===== config.mk =====
export PLATFORM = sky130hd
export DESIGN_NAME = sseg_x4_driver
export DESIGN_NICKNAME = d
export VERILOG_FILES = /design/src/rtl/sseg_x4_driver.sv
export SDC_FILE = /design/constraint.sdc
export NUM_CORES = 1
export LEC_CHECK = 0
export ABC_CLOCK_PERIOD_IN_PS = 3500
export CORE_ASPECT_RATIO = 2
export CORE_MARGIN = 4
export CORE_UTILIZATION = 30
export DETAILED_ROUTE_END_ITERATION = 8
export DONT_BUFFER_PORTS = 1
export PLACE_DENSITY = 0.52
export SYNTH_ARGS = -nofsm -noshare
export SYNTH_HDL_FRONTEND = slang
export SYNTH_SLANG_ARGS = --single-unit

===== constraint.sdc =====
create_clock -name clk -period 3.5 [get_ports clk]
set_input_delay 0.7 -clock clk [delete_from_list [all_inputs] [get_ports clk]]
set_output_delay 0.7 -clock clk [all_outputs]
set_load 0.03 [all_outputs]

===== src/rtl/sseg_x4_driver.sv =====
`default_nettype none
// ============================================================================
// Module   : sseg_x4_driver
// Purpose  : Time-multiplexed driver for a 4-digit common-anode 7-segment
//            display. Each digit slot starts with an anti-ghost blank window,
//            then drives one anode. Optional leading-zero suppression.
//            A new value is captured once per frame.
// Revision : 1.0 - initial release
// ============================================================================
module sseg_x4_driver #(
  parameter int REFRESH_DIV  = 100_000,
  parameter int BLANK_CYCLES = 1_000
) (
  input  logic        clk,
  input  logic        rst,
  input  logic        en,
  input  logic [15:0] value,
  input  logic        lzs,
  output logic [6:0]  sseg_ca,
  output logic [3:0]  sseg_an,
  output logic        frame_done
);

  localparam int            CW        = $clog2(REFRESH_DIV);
  localparam logic [CW-1:0] PRESC_MAX = CW'(REFRESH_DIV - 1);
  localparam logic [6:0]    CA_OFF    = 7'h7F;
  localparam logic [3:0]    AN_OFF    = 4'hF;

  logic [CW-1:0] prescaler;
  logic [1:0]    digit_idx;
  logic [15:0]   shadow_value;
  logic          shadow_lzs;

  logic          frame_start;
  logic          frame_end;
  logic          slot_end;
  logic          in_blank;
  logic          suppress;
  logic [15:0]   cur_value;
  logic          cur_lzs;
  logic [3:0]    nibble;
  logic [6:0]    seg;
  logic [6:0]    ca_next;
  logic [3:0]    an_next;

  assign frame_start = (prescaler == '0) && (digit_idx == 2'd0);
  assign slot_end    = (prescaler == PRESC_MAX);
  assign frame_end   = slot_end && (digit_idx == 2'd3);

  // The slot that latches the shadow registers must already display the
  // freshly latched data (matters when there is no blank window).
  assign cur_value = frame_start ? value : shadow_value;
  assign cur_lzs   = frame_start ? lzs   : shadow_lzs;

  // The blank window vanishes entirely when no blank cycles are configured.
  generate
    if (BLANK_CYCLES == 0) begin : g_no_blank
      assign in_blank = 1'b0;
    end else begin : g_blank
      localparam logic [CW-1:0] BLANK_LIM = CW'(BLANK_CYCLES);
      assign in_blank = (prescaler < BLANK_LIM);
    end
  endgenerate

  // Select the nibble and decide leading-zero suppression for this slot.
  always_comb begin
    nibble   = cur_value[3:0];
    suppress = 1'b0;
    case (digit_idx)
      2'd0: begin
        nibble   = cur_value[3:0];
        suppress = 1'b0;
      end
      2'd1: begin
        nibble   = cur_value[7:4];
        suppress = cur_lzs && (cur_value[15:4] == 12'h000);
      end
      2'd2: begin
        nibble   = cur_value[11:8];
        suppress = cur_lzs && (cur_value[15:8] == 8'h00);
      end
      default: begin
        nibble   = cur_value[15:12];
        suppress = cur_lzs && (cur_value[15:12] == 4'h0);
      end
    endcase
  end

  // Hex to active-low segment decode (bit 0 = a ... bit 6 = g).
  always_comb begin
    seg = CA_OFF;
    case (nibble)
      4'h0: seg = 7'h40;
      4'h1: seg = 7'h79;
      4'h2: seg = 7'h24;
      4'h3: seg = 7'h30;
      4'h4: seg = 7'h19;
      4'h5: seg = 7'h12;
      4'h6: seg = 7'h02;
      4'h7: seg = 7'h78;
      4'h8: seg = 7'h00;
      4'h9: seg = 7'h10;
      4'hA: seg = 7'h08;
      4'hB: seg = 7'h03;
      4'hC: seg = 7'h46;
      4'hD: seg = 7'h21;
      4'hE: seg = 7'h06;
      default: seg = 7'h0E;
    endcase
  end

  // Next anode/cathode pattern for the current prescaler/index state.
  always_comb begin
    an_next = AN_OFF;
    ca_next = CA_OFF;
    if (!in_blank && !suppress) begin
      an_next = ~(4'b0001 << digit_idx);
      ca_next = seg;
    end
  end

  // Slot timing, frame capture and registered outputs.
  always_ff @(posedge clk or posedge rst) begin
    if (rst) begin
      prescaler    <= '0;
      digit_idx    <= 2'd0;
      shadow_value <= 16'h0000;
      shadow_lzs   <= 1'b0;
      sseg_an      <= AN_OFF;
      sseg_ca      <= CA_OFF;
      frame_done   <= 1'b0;
    end else if (!en) begin
      prescaler    <= '0;
      digit_idx    <= 2'd0;
      sseg_an      <= AN_OFF;
      sseg_ca      <= CA_OFF;
      frame_done   <= 1'b0;
    end else begin
      if (frame_start) begin
        shadow_value <= value;
        shadow_lzs   <= lzs;
      end
      if (slot_end) begin
        prescaler <= '0;
        digit_idx <= digit_idx + 2'd1;
      end else begin
        prescaler <= prescaler + 1'b1;
      end
      sseg_an    <= an_next;
      sseg_ca    <= ca_next;
      frame_done <= frame_end;
    end
  end

endmodule
`default_nettype wire


* After elaboration in Yosys (flattened, before gate mapping)
Memory sizes are Yosys's and may differ from the RTL's.
Cells that the tools add are included.
** Storage, ports and cells
- Bits in latches :: 0
- Bits in registers :: 48
- Word-level logic and storage cells :: 44
- Memories :: 1
- Input bits :: 20
- RAM bits :: 0
- ROM bits :: 112
** Cells by class
- Reductions and logical operators :: 13
- Muxes and demuxes :: 13
- $add $sub $neg :: 2
- Shift operators :: 1
- $mul :: 0
- Bitwise operators :: 1
- $lt $le $gt $ge :: 1
- Divide/modulo/power cells :: 0
- Equal/unequal tests :: 5
** Memories
- (name not given) :: words 16, width 7, rd ports 1, clocked after Yosys merged registers in 0, write ports 0, line 92 : case (nibble)
** Operator list (number)
- 2-to-1 mux 17 bit :: 2
- adder 17 x 1 -> 17 bit (second input constant) :: 1
- equality test 17 bit (second input constant) :: 1
- logical NOT 17 bit :: 1
- less-than comparator 17 x 10 -> 1 bit (second input constant) :: 1
- 2-to-1 mux 16 bit :: 1
- 2-to-1 mux 7 bit :: 2
- logical NOT 12 bit :: 1
- one-hot mux 4 bit (3 select lines) :: 1
- logical NOT 8 bit :: 1
- 2-to-1 mux 4 bit :: 2
- logical AND 1 bit :: 6
- equality test 2 bit (second input constant) :: 2
- logical NOT 4 bit :: 1
- 2-to-1 mux 2 bit :: 2
- inverter 4 bit :: 1
- left shift 1 x 2 -> 4 bit (first input constant) :: 1
- one-hot mux 1 bit (3 select lines) :: 1
- adder 2 x 1 -> 2 bit (second input constant) :: 1
- equality test 2 x 1 -> 1 bit (second input constant) :: 1
- logical NOT 1 bit :: 2
- logical NOT 2 bit :: 1
- 2-to-1 mux 1 bit :: 2
- inequality test 2 x 1 -> 1 bit (second input constant) :: 1

* Longest topological paths before layout
- Depth in word-level cells :: 10
- Depth in mapped cells :: 14
- Gate-level depth less buffers :: 12

* Least setup slack after synthesis
OpenSTA, ideal clock, no wires.
- Kind :: flip-flop to flip-flop
- Start point :: register digit_idx[0]
- End point :: register sseg_ca[5]
- Data arrival time :: 2.757 ns
- Buffers on the path :: 2
- Required time :: 3.416 ns
- Library setup time :: 0.084 ns
- Setup slack :: 0.659 ns
- Period minus slack after synthesis :: 2.841 ns
- Stages on the path, launching flop included :: 15
- Path through :: dfrtp_1 inv_1 ha_1 nor4b_1 and4_1 buf_4 buf_4 a21oi_1 a311oi_1 a32o_1 inv_1 ha_1 inv_1 mux2i_1 a221o_1
** Between the ends
- Word-level cells in the longest chain between the ends :: 10
- Elaborated cells between the ends (all ways) :: 19
** RTL lines
- start, declared :: line 30 : logic [1:0] digit_idx;
- start signal, assigned :: line 145 : digit_idx <= digit_idx + 2'd1;
- parallel branches: the longest is 8 deep, another holds memory (16 x 7 bit)
- 2-to-1 mux 7 bit (*) :: line 116 : if (!in_blank && !suppress) begin
- 2-to-1 mux 7 bit (*) :: line 132 : end else if (!en) begin
- end signal, assigned :: line 150 : sseg_ca <= ca_next;
- end, declared :: line 19 : output logic [6:0] sseg_ca,
Every way passes the cells marked *.
A chain may end at the register's enable or synchronous reset.

* Final worst setup path
Ends and elaborated chain as after synthesis.

==> impl_summary.txt <==
----------------------------------------------------
[Outcome]
  Status ... finished clean

[Global routing]
  Met3 capacity usage during global routing ... 0.0350
  GRT Total Usage ... 0.136
  Via count of the first global-routing pass ... 2165
  Met2 track utilization from global routing ... 0.265
  Total overflow reported by the global router ... 0
  Global-route wire length before repair ... 11.0 mm
  Most crowded layer after global routing ... met2
  Maximum number of pins on one net before global-route repair ... 49
  Initial antenna violation count ... 0
  Met1 track demand over resource in global routing ... 0.127

[Synthesis]
  Fraction of the yosys area taken by sequential cells ... 0.440
  Yosys reg bits ... 48
  Synth Net Count ... 305
  Area fraction in and, or, nand and nor cells after synthesis ... 0.188
  Average footprint of a synthesized cell ... 10.1 um2
  Primary flip-flop cell chosen by synthesis mapping ... sky130_fd_sc_hd__dfrtp_1
  Synthesis warning total ... 0
  XOR/XNOR share of the synthesized area ... 0.0476
  Number of enable flip-flop cells after synthesis ... 0
  Area fraction in compound gates after synthesis ... 0.129
  Mapped cell area ... 2760 um2
  Synth Instances ... 273
  Largest family of logic cells by synthesized area ... simple AND/OR/NAND/NOR gates
  Share of synthesized cell area in full adder, half adder and majority cells ... 0.0544
  Fraction of synthesized area in multiplexers ... 0.0984
  Number of distinct library cells after synthesis ... 47
  Share of flip-flops with an asynchronous set or reset ... 1.00

[Floorplan]
  Number of rows in the core area ... 49
  Die area ... 10900 um2
  Die Wd ... 75.8 um
  Effective utilization at floorplan ... 0.306
  Core Area ... 9010 um2
  Vertical die dimension ... 144 um
  Top-Level Pins ... 32

[STA]
  Tightest hold margin ... 0.505 ns
  Highest achievable clock rate ... 0.334 GHz
  Hold Violations, Final ... 0
  Aggregate negative setup slack ... 0 ns
  Post-route clock skew ... 0.00606 ns
  Slew at the pin closest to its max-slew limit ... 0.985 ns
  Crit share post-route ... 0.854
  Worst slew margin ... 0.342
  Shortest period the worst path allows ... 2.99 ns
  Endpoints failing setup ... 0
  Number of max-slew violations in the final report ... 0
  Min setup slack post-route ... 0.510 ns
  Setup repair after global routing missed its margin ... false

[Setup path]
  Bufs and invs on worst path ... 4
  Most common cell type on the critical path ... sky130_fd_sc_hd__inv_1
  Flop2flop setup slack ... 0.51 ns
  Gate family responsible for the most delay along the worst path ... compound AO/OA/AOI/OAI gates
  Sort of element at the start of the critical path ... register
  Setup crit end kind ... register
  Sequence of cells on the critical path ... inv_1 > ha_1 > nor4b_1 > and4_1 > buf_4 > a21oi_1 > a31oi_1 > a32o_1 > inv_1 > ha_1 > inv_1 > mux2i_1 > a221o_1
  Data required, critical path ... 3.72 ns
  CP Max Fanout ... 8
  Critical path class ... reg2reg
  Critical Path Max Stage Delay ... 0.41 ns
  Data arrival time of the critical path ... 3.21 ns
  Highest-delay cell along the critical path ... sky130_fd_sc_hd__dfrtp_1

[Final layout]
  Most used cells in the layout excluding fill and tap cells ... sky130_fd_sc_hd__dfrtp_1 (37), sky130_fd_sc_hd__nand2_1 (27), sky130_fd_sc_hd__nor2_1 (21), sky130_fd_sc_hd__mux2_2 (17), sky130_fd_sc_hd__a21oi_1 (16)
  Fill cells ... 928
  Nets@finish ... 308
  Share of layout cells above drive strength 1 ... 0.184
  Area growth syn-to-layout ... 11.1%
  Number of inserted diodes ... 0
  Fin area ... 3070 um2
  Commonest non-fill, non-tap cell in the layout ... sky130_fd_sc_hd__dfrtp_1
  Final Non-Filler Cells ... 379

[Routing]
  Final routed wirelength across all metal layers ... 6.89 mm
  Vias after detailed routing ... 2057
  Final routed DRC violation total ... 0
  TritonRoute pass-1 iters ... 4
  First-iteration detailed-routing DRC count ... 64
  Vias per cell ... 5.43
  Final routed wire length divided by cell count ... 18.2 um
  Number of nets with antenna violations after detailed routing ... 0

[Placement]
  Post-Place Worst Slack ... 0.529 ns
  Number of I/O port buffers ... 0
  DPL Wire Length ... 5.28 mm
  Area after detailed placement ... 2880 um2
  Final weighted congestion in routability-driven placement ... 0.880
  DP Cell Count ... 371

[Hold path]
  Classification of the worst-slack hold path ... in2reg

[CTS]
  Post-cts hold buffer count ... 0
  Depth of the CTS H-tree ... 2
  Library cell used as clock root buffer ... sky130_fd_sc_hd__clkbuf_16
  TritonCTS Sinks ... 48
  Num CTS Buffers ... 5
  Clock transition at the registers of the reported paths ... 0.07 ns
  Clock tree from TritonCTS ... done
  Cts repair resizes ... 0
  Clock latency at the later pin of the worst-skew pair ... 0.29 ns
  Post-CTS repair timing setup buffer count ... 0
  Bufs on Longest Clock Path ... 2

[Power and ir drop]
  Max rail drop VDD ... 0.264 mV
  Leakage component of the power ... 1.27 nW
  Power density cells ... 503 nW/um2

[Run]
  Max capacitance violation total ... 0

----------------------------------------------------
==> cell usage after synthesis, drive strengths merged, types with 2 or more instances <==
library cell / instances / area share
dfrtp: 37 / 0.34
nand2: 27 / 0.037
nor2: 22 / 0.031
mux2: 17 / 0.069
a21oi: 16 / 0.029
ha: 12 / 0.054
inv: 12 / 0.016
dfstp: 11 / 0.10
mux2i: 8 / 0.029
o21ai: 8 / 0.015
xor2: 8 / 0.025
a31oi: 7 / 0.018
clkbuf: 7 / 0.0095
nand3: 7 / 0.013
xnor2: 7 / 0.022
and3: 6 / 0.014
nand4: 6 / 0.014
nor4: 6 / 0.019
buf: 5 / 0.016
nor3: 5 / 0.011
and2: 4 / 0.0091
a221o: 3 / 0.011
a311oi: 3 / 0.0095
nand2b: 3 / 0.0068
or3: 3 / 0.0068
or4: 3 / 0.0082
nor2b: 2 / 0.0045
nor3b: 2 / 0.0054
o211ai: 2 / 0.0054
o221ai: 2 / 0.0063
==> stage by stage <==
step / power, mW / util
CTS: 1.56 / 0.340
floorplan: 0.868 / -
detailed placement: 0.929 / 0.319
finish: 1.54 / 0.340
global placement: 0.926 / 0.319
global route: 1.61 / 0.340
==> area by class of cell <==
class,instances,area [um2],share of cell area
timing repair buffer,8,60.1,0.0196
inverter,12,45.0,0.0147
clock buffer,6,129,0.0420
clock inverter,2,60.1,0.0196
multi-input combinational,201,1430,0.466
sequential,48,1210,0.396
tap,102,128,0.0416
==> where the power goes <==
part           switching (mW)  internal [mW]
clock                   0.214          0.410
combinational           0.145          0.125
sequential             0.0392          0.609
==> final timing paths <==
path | startpoint | end | cells after the start
setup / recovery | digit_idx[0] | sseg_ca[5] | 13
setup reg to reg | digit_idx[0] | sseg_ca[5] | 13
hold / removal | en | sseg_an[0] | 1
hold reg to reg | shadow_value[0] | shadow_value[0] | 1
min in group asynchronous | rst | prescaler[2] | 1
max in group asynchronous | rst | shadow_value[13] | 1
==> metal layers <==
metal / part of all wire / up-vias
met3: 0.048 / 12
met5: 0 / -
met4: 0.020 / 0
li1: - / 983
met1: 0.33 / 1023
met2: 0.60 / 39
==> kinds of logic after synthesis <==
family,Yosys count
AO/OA/AOI/OAI,50
XOR/XNOR,15
adder cells (fa/ha/maj),12
buffers and inverters,24
flip-flops,48
multiplexers,25
AND/OR/NAND/NOR,99
==> flip-flops by register name (all words and copies together), names as in the netlist <==
register / flops
digit_idx: 2
frame_done: 1
prescaler: 17
shadow_lzs: 1
shadow_value: 16
sseg_an: 4
sseg_ca: 7
==> worst reg2reg max path: stages, from the launching register on <==
cell and delay, ns:
sky130_fd_sc_hd__dfrtp_1 0.41, sky130_fd_sc_hd__inv_1 0.13, sky130_fd_sc_hd__ha_1 0.17, sky130_fd_sc_hd__nor4b_1 0.28, sky130_fd_sc_hd__and4_1 0.30, sky130_fd_sc_hd__buf_4 0.18, sky130_fd_sc_hd__a21oi_1 0.07, sky130_fd_sc_hd__a31oi_1 0.20
sky130_fd_sc_hd__a32o_1 0.34, sky130_fd_sc_hd__inv_1 0.10, sky130_fd_sc_hd__ha_1 0.22, sky130_fd_sc_hd__inv_1 0.08, sky130_fd_sc_hd__mux2i_1 0.07, sky130_fd_sc_hd__a221o_1 0.37
No activity file was read; power rests on OpenSTA's default activity.
==> edit 1, RTL diff (config.mk and constraints unchanged) <==
Reset style: synchronous (`rst`), changed in one clocked block.
--- a/src/rtl/sseg_x4_driver.sv
+++ b/src/rtl/sseg_x4_driver.sv
@@ -120,7 +120,7 @@
   end
 
   // Slot timing, frame capture and registered outputs.
-  always_ff @(posedge clk or posedge rst) begin
+  always_ff @(posedge clk) begin
     if (rst) begin
       prescaler    <= '0;
       digit_idx    <= 2'd0;
Behaviour: no difference found for any inputs over 10 cycles, from zero or initial values and one cycle with rst high; that may be too few to reach the edited logic, so the function may still have changed.
==> edit 1 against the unedited design <==
Fmax down 6.3%. Count of clock-buffer cells in the layout unchanged. Worst setup slack worse by 200 ps. First-iteration DRC count up 52%. Final cell count up 9.2%. Final area down 7.7%. Sequential cell count unchanged. Synthesized area down 4.8%. Routed wire length down 2.4%. Largest cell class unchanged.
Power is not compared: it rests on default switching activity, and its combinational part moved more than twofold at a synthesized area within 25%.
==> edit 1: results (changes against the unedited design) <==
- Clock buf/inv share: 0.0526 (was 0.0616)
- Logic inverters: 11 (was 12)
- Worst slack at placement: 303 ps (was 529 ps)
- Setup crit end: sseg_ca[3]$_SDFF_PP1_ (was sseg_ca[5]$_DFF_PP1_)
- Top post-synthesis cells by area: dfxtp_1, nand2_1, ha_1 (was dfrtp_1, dfstp_2, mux2_2)
- First-pass GRT wire length: 11000 um (about the same)
- CP arrival: 3350 ps (was 3210 ps)
- Filler cells: 912 (was 928)
- Fraction of area in registers: 0.340 (was 0.396)
- Area of the multi-input gates: 0.00152 sq mm (was 0.00143 sq mm)
- Crit-path leading delay family: simple AND/OR/NAND/NOR gates (was compound AO/OA/AOI/OAI gates)
- Post-synth top cells: nand2_1, dfxtp_1, nor2_1 (was dfrtp_1, nand2_1, nor2_1)
- Total track usage: 0.141 (was 0.136)
- Crit-path slowest cell: or3_1 (was dfrtp_1)
- Iter 0 DRT Violations: 97 (was 64)
- Non-clock buffer count: 4 (was 8)
- Non-clock buffer area fraction after layout: 0.0106 (was 0.0196)
- Worst Hold End: shadow_value[0]$_SDFFE_PP0P_ (was sseg_an[0]$_DFF_PP1_)
- Worst-path fanout max: 10 (was 8)
- Critical R2R Launch: prescaler[0]$_SDFF_PP0_ (was digit_idx[0]$_DFFE_PP0P_)
- Ys flop type: dfxtp_1 (was dfrtp_1)
- Final HPWL DP: 5420 um (was 5280 um)
- Drt total wl: 6730 um (was 6890 um)
- Crit. Startpoint: prescaler[0]$_SDFF_PP0_ (was digit_idx[0]$_DFFE_PP0P_)
- Hold WC Path Type: reg2reg (was in2reg)
- Post-synthesis mux area share: 0.0343 (was 0.0984)
- Setup Skew: 4.03 ps (was 6.06 ps)
- Hold Path Depth: 2 (was 1)
- Status: completed (unchanged)
- Placed Area: 0.00268 sq mm (was 0.00288 sq mm)
- Adder-cell share of the synthesized area: 0.0571 (was 0.0544)
- Vias/cell: 5.25 (was 5.43)
- Worst-Margin Slew: 672 ps (was 985 ps)
- Synth Area in Compound Gates: 0.164 (was 0.129)
- GP Congestion: 0.913 (was 0.880)
- Synth Area in XOR/XNOR: 0.0467 (was 0.0476)
- Largest net degree at the start of global routing: 20 (was 49)
- Final nets: 345 (was 308)
edit 1: changes by cell type after synthesis, sizes merged, moves of 6 or more:
cell,before,now
nor2,22,28
dfrtp,37,0
o21ai,8,19
a31oi,7,1
dfxtp,0,48
a21oi,16,24
nand3,7,13
dfstp,11,0
mux2,17,0
nand2,27,64
edit 1: where the power goes:
part / total (mW) / switching (mW) / internal [mW] / leakage, nW
Clock: 0.480 / 0.198 / 0.282 / 0.0766
Combinational: 0.127 / 0.0771 / 0.0501 / 0.599
Sequential: 0.571 / 0.0117 / 0.560 / 0.390
Total: 1.18 / 0.287 / 0.891 / 1.07
edit 1: metal layers:
metal	wire, um	global-route usage
met2	4020	0.271
met3	254	0.0287
met4	365	0.0917
met5	0	0
met1	2090	0.121
edit 1: worst register-to-register path, delay by kind of cell (launching register included):
kind                       cells  cell delay (ps)
and+or+nand+nor                5             1560
adders and majority gates      2              420
AOI/OAI and AO/OA              3              420
DFF                            1              360
muxes                          1              230
buffers and inverters          1               80
==> edit 2, RTL diff (same flow settings) <==
Made on the original files. Change the parameter `REFRESH_DIV` from 100_000 to 200_000.
--- a/src/rtl/sseg_x4_driver.sv
+++ b/src/rtl/sseg_x4_driver.sv
@@ -8,7 +8,7 @@
 // Revision : 1.0 - initial release
 // ============================================================================
 module sseg_x4_driver #(
-  parameter int REFRESH_DIV  = 100_000,
+  parameter int REFRESH_DIV  = 200_000,
   parameter int BLANK_CYCLES = 1_000
 ) (
   input  logic        clk,
Function: same outputs for any inputs over 10 cycles, from zero or initial values and one cycle with rst high; that may be too few to reach the edited logic, so the function may still have changed.
==> edit 2 against the unedited design <==
Sequential cell count rose by 1. Largest cell class unchanged. Synthesized area grew 6.1%. Total power shrank 3.4%. Synthesized cell count is 0.73% lower. Worst setup slack got worse by 150 ps. Critical path type unchanged. Routed wire length increased by 1.7%. Die area is 5.6% higher. Final area grew 2.8%. Clock skew increased by 3.4 ps. Worst hold slack better by 4.9 ps.
==> edit 2: results (changes against the unedited design) <==
- Top post-synthesis cells by area: dfrtp_1, dfstp_2, mux2_2 (unchanged)
- Clock Tree Buf Depth: 2 (unchanged)
- Synth Area per Inst: 10.8 sq um (was 10.1 sq um)
- Post-cts sizing count: 0 (unchanged)
- Synth Area in Compound Gates: 0.135 (was 0.129)
- Status: completed (unchanged)
- Critical R2R Launch: digit_idx[0]$_DFFE_PP0P_ (unchanged)
- Later-pin clock latency in the skew report: 300 ps
- Drt total wl: 7010 um (was 6890 um)
- Pleak: 1.27 nW (about the same)
- Worst-path fanout max: 18 (was 8)
- Clock root buffer master: clkbuf_16 (unchanged)
- Setup Skew: 9.45 ps (was 6.06 ps)
- Vias in the first global route: 2183 (was 2165)
- Post-synth top cells: dfrtp_1, nand2_1, nor2_1 (unchanged)
- Worst hold start: shadow_lzs$_DFFE_PP0P_ (was en)
- Synth top area share: 0.325 (was 0.335)
- Post-CTS setup buffers: 0 (unchanged)
- Adder-cell share of the synthesized area: 0.0513 (was 0.0544)
- CP arrival: 3360 ps (was 3210 ps)
- Largest regs: prescaler x18, shadow_value x16, sseg_ca x7 (was prescaler x17, shadow_value x16, sseg_ca x7)
- Netlist cell types: 56 (was 47)
- Filler cells: 959 (was 928)
- Final nets: 296 (was 308)
- Seq/Total Area, Yosys: 0.424 (was 0.440)
- Inserted Diodes: 0 (unchanged)
- Via Count: 2005 (was 2057)
- Iter 0 DRT Violations: 106 (was 64)
- IO buf count: 0 (unchanged)
- Num CTS Buffers: 5 (unchanged)
- Synth Area in XOR/XNOR: 0.0538 (was 0.0476)
- CTS HTree Levels: 2 (unchanged)
- Post-synthesis mux area share: 0.103 (was 0.0984)
- First-pass GRT wire length: 11200 um (was 11000 um)
- Largest net degree at the start of global routing: 50 (was 49)
- 1st-pass router iterations: 4 (unchanged)
- Clock slew at reported path FFs: 70 ps (about the same)
- Worst-Margin Slew: 1030 ps (was 985 ps)
- Total track usage: 0.128 (was 0.136)
- Initial antenna violation count: 0 (unchanged)
- Fraction of layout cells with a size suffix above 1: 0.211 (was 0.184)
- Ys Warns: 0 (unchanged)
- Hold WC Path Type: reg2reg (was in2reg)
- Final Non-Filler Cells: 395 (was 379)
- Asr flop ratio synth: 1.00 (unchanged)
- Maximum VDD drop: 258 uV (was 264 uV)
- Final HPWL DP: 5380 um (was 5280 um)
- Setup CP Type: reg2reg (unchanged)
- Dpl cells: 387 (was 371)
- GP Congestion: 0.828 (was 0.880)
- Placed Area: 0.00298 sq mm (was 0.00288 sq mm)
## edit 2: cell types whose count changed in the layout (fill, tap and decap cells not counted), moves of 3 or more
cell      unedited run  this run
a21oi_1             16        11
a221o_1              3         0
buf_4                8         3
mux2i_1              8        11
nand2_1             27        30
nand2b_1             3         0
nand3_1              7        10
o21ai_0              8         0
o221ai_1             2         5
or3_1                3         0
xor2_1               8        12
## edit 2: cell families (layout without fill, tap and decap cells)
kind of cell / Yosys count / count (layout)
adders and majority gates: 12 / 12
AOI/OAI and AO/OA: 43 / 43
buffers and inverters: 27 / 21
xor gates and xnor gates: 18 / 18
muxes: 28 / 28
DFF: 49 / 49
and+or+nand+nor: 94 / 94
## edit 2: metrics by stage
stage / util / setup slack (ps)
3_3_place_gp: 0.315 / 427
2_1_floorplan: - / 643
6_report: 0.334 / 359
3_5_place_dp: 0.315 / 356
4_1_cts: 0.334 / 331
5_1_grt: 0.334 / 86.3
## edit 2: routing by layer
metal	track usage	part of all wire	vias to the layer above
met1	0.107	0.33	999
met3	0.0293	0.038	18
met4	0.0660	0.035	0
met2	0.262	0.60	37
li1	-	-	951
met5	0	0	-
## edit 2: area by class of cell
type,instances,area (sq um),area share
multi-input combinational,195,1520,0.481
sequential,49,1240,0.393
tap,130,163,0.0516
clock buffer,7,143,0.0453
inverter,10,37.5,0.0119
clock inverter,1,30.0,0.00953
timing repair buffer,3,22.5,0.00715
## edit 2: worst paths after layout
kind	end	slack (ps)	cells past startpoint
max	sseg_ca[0]$_DFF_PP1_	360	11
min	shadow_lzs$_DFFE_PP0P_	510	1
max reg2reg	sseg_ca[0]$_DFF_PP1_	360	11
min reg2reg	shadow_lzs$_DFFE_PP0P_	510	1
max in group asynchronous	shadow_value[7]$_DFFE_PP0P_	2320	1
min in group asynchronous	shadow_value[10]$_DFFE_PP0P_	530	1
## edit 2: worst max-delay path: stages (launching register included)
cell and delay [ps]:
dfrtp_1 410, inv_1 130, ha_1 170, nor4b_1 240
and4_4 390, and2_4 340, a311oi_1 150, a32oi_2 390
inv_1 120, ha_1 250, nor4b_1 380, a211oi_2 80
## edit 2: power breakdown
| group | leakage, nW | internal, mW | switching [mW] | total, mW |
|---|---|---|---|---|
| clock network | 0.0841 | 0.357 | 0.209 | 0.566 |
| registers | 0.606 | 0.618 | 0.0378 | 0.656 |
| logic | 0.578 | 0.122 | 0.146 | 0.268 |
| total | 1.27 | 1.10 | 0.392 | 1.49 |
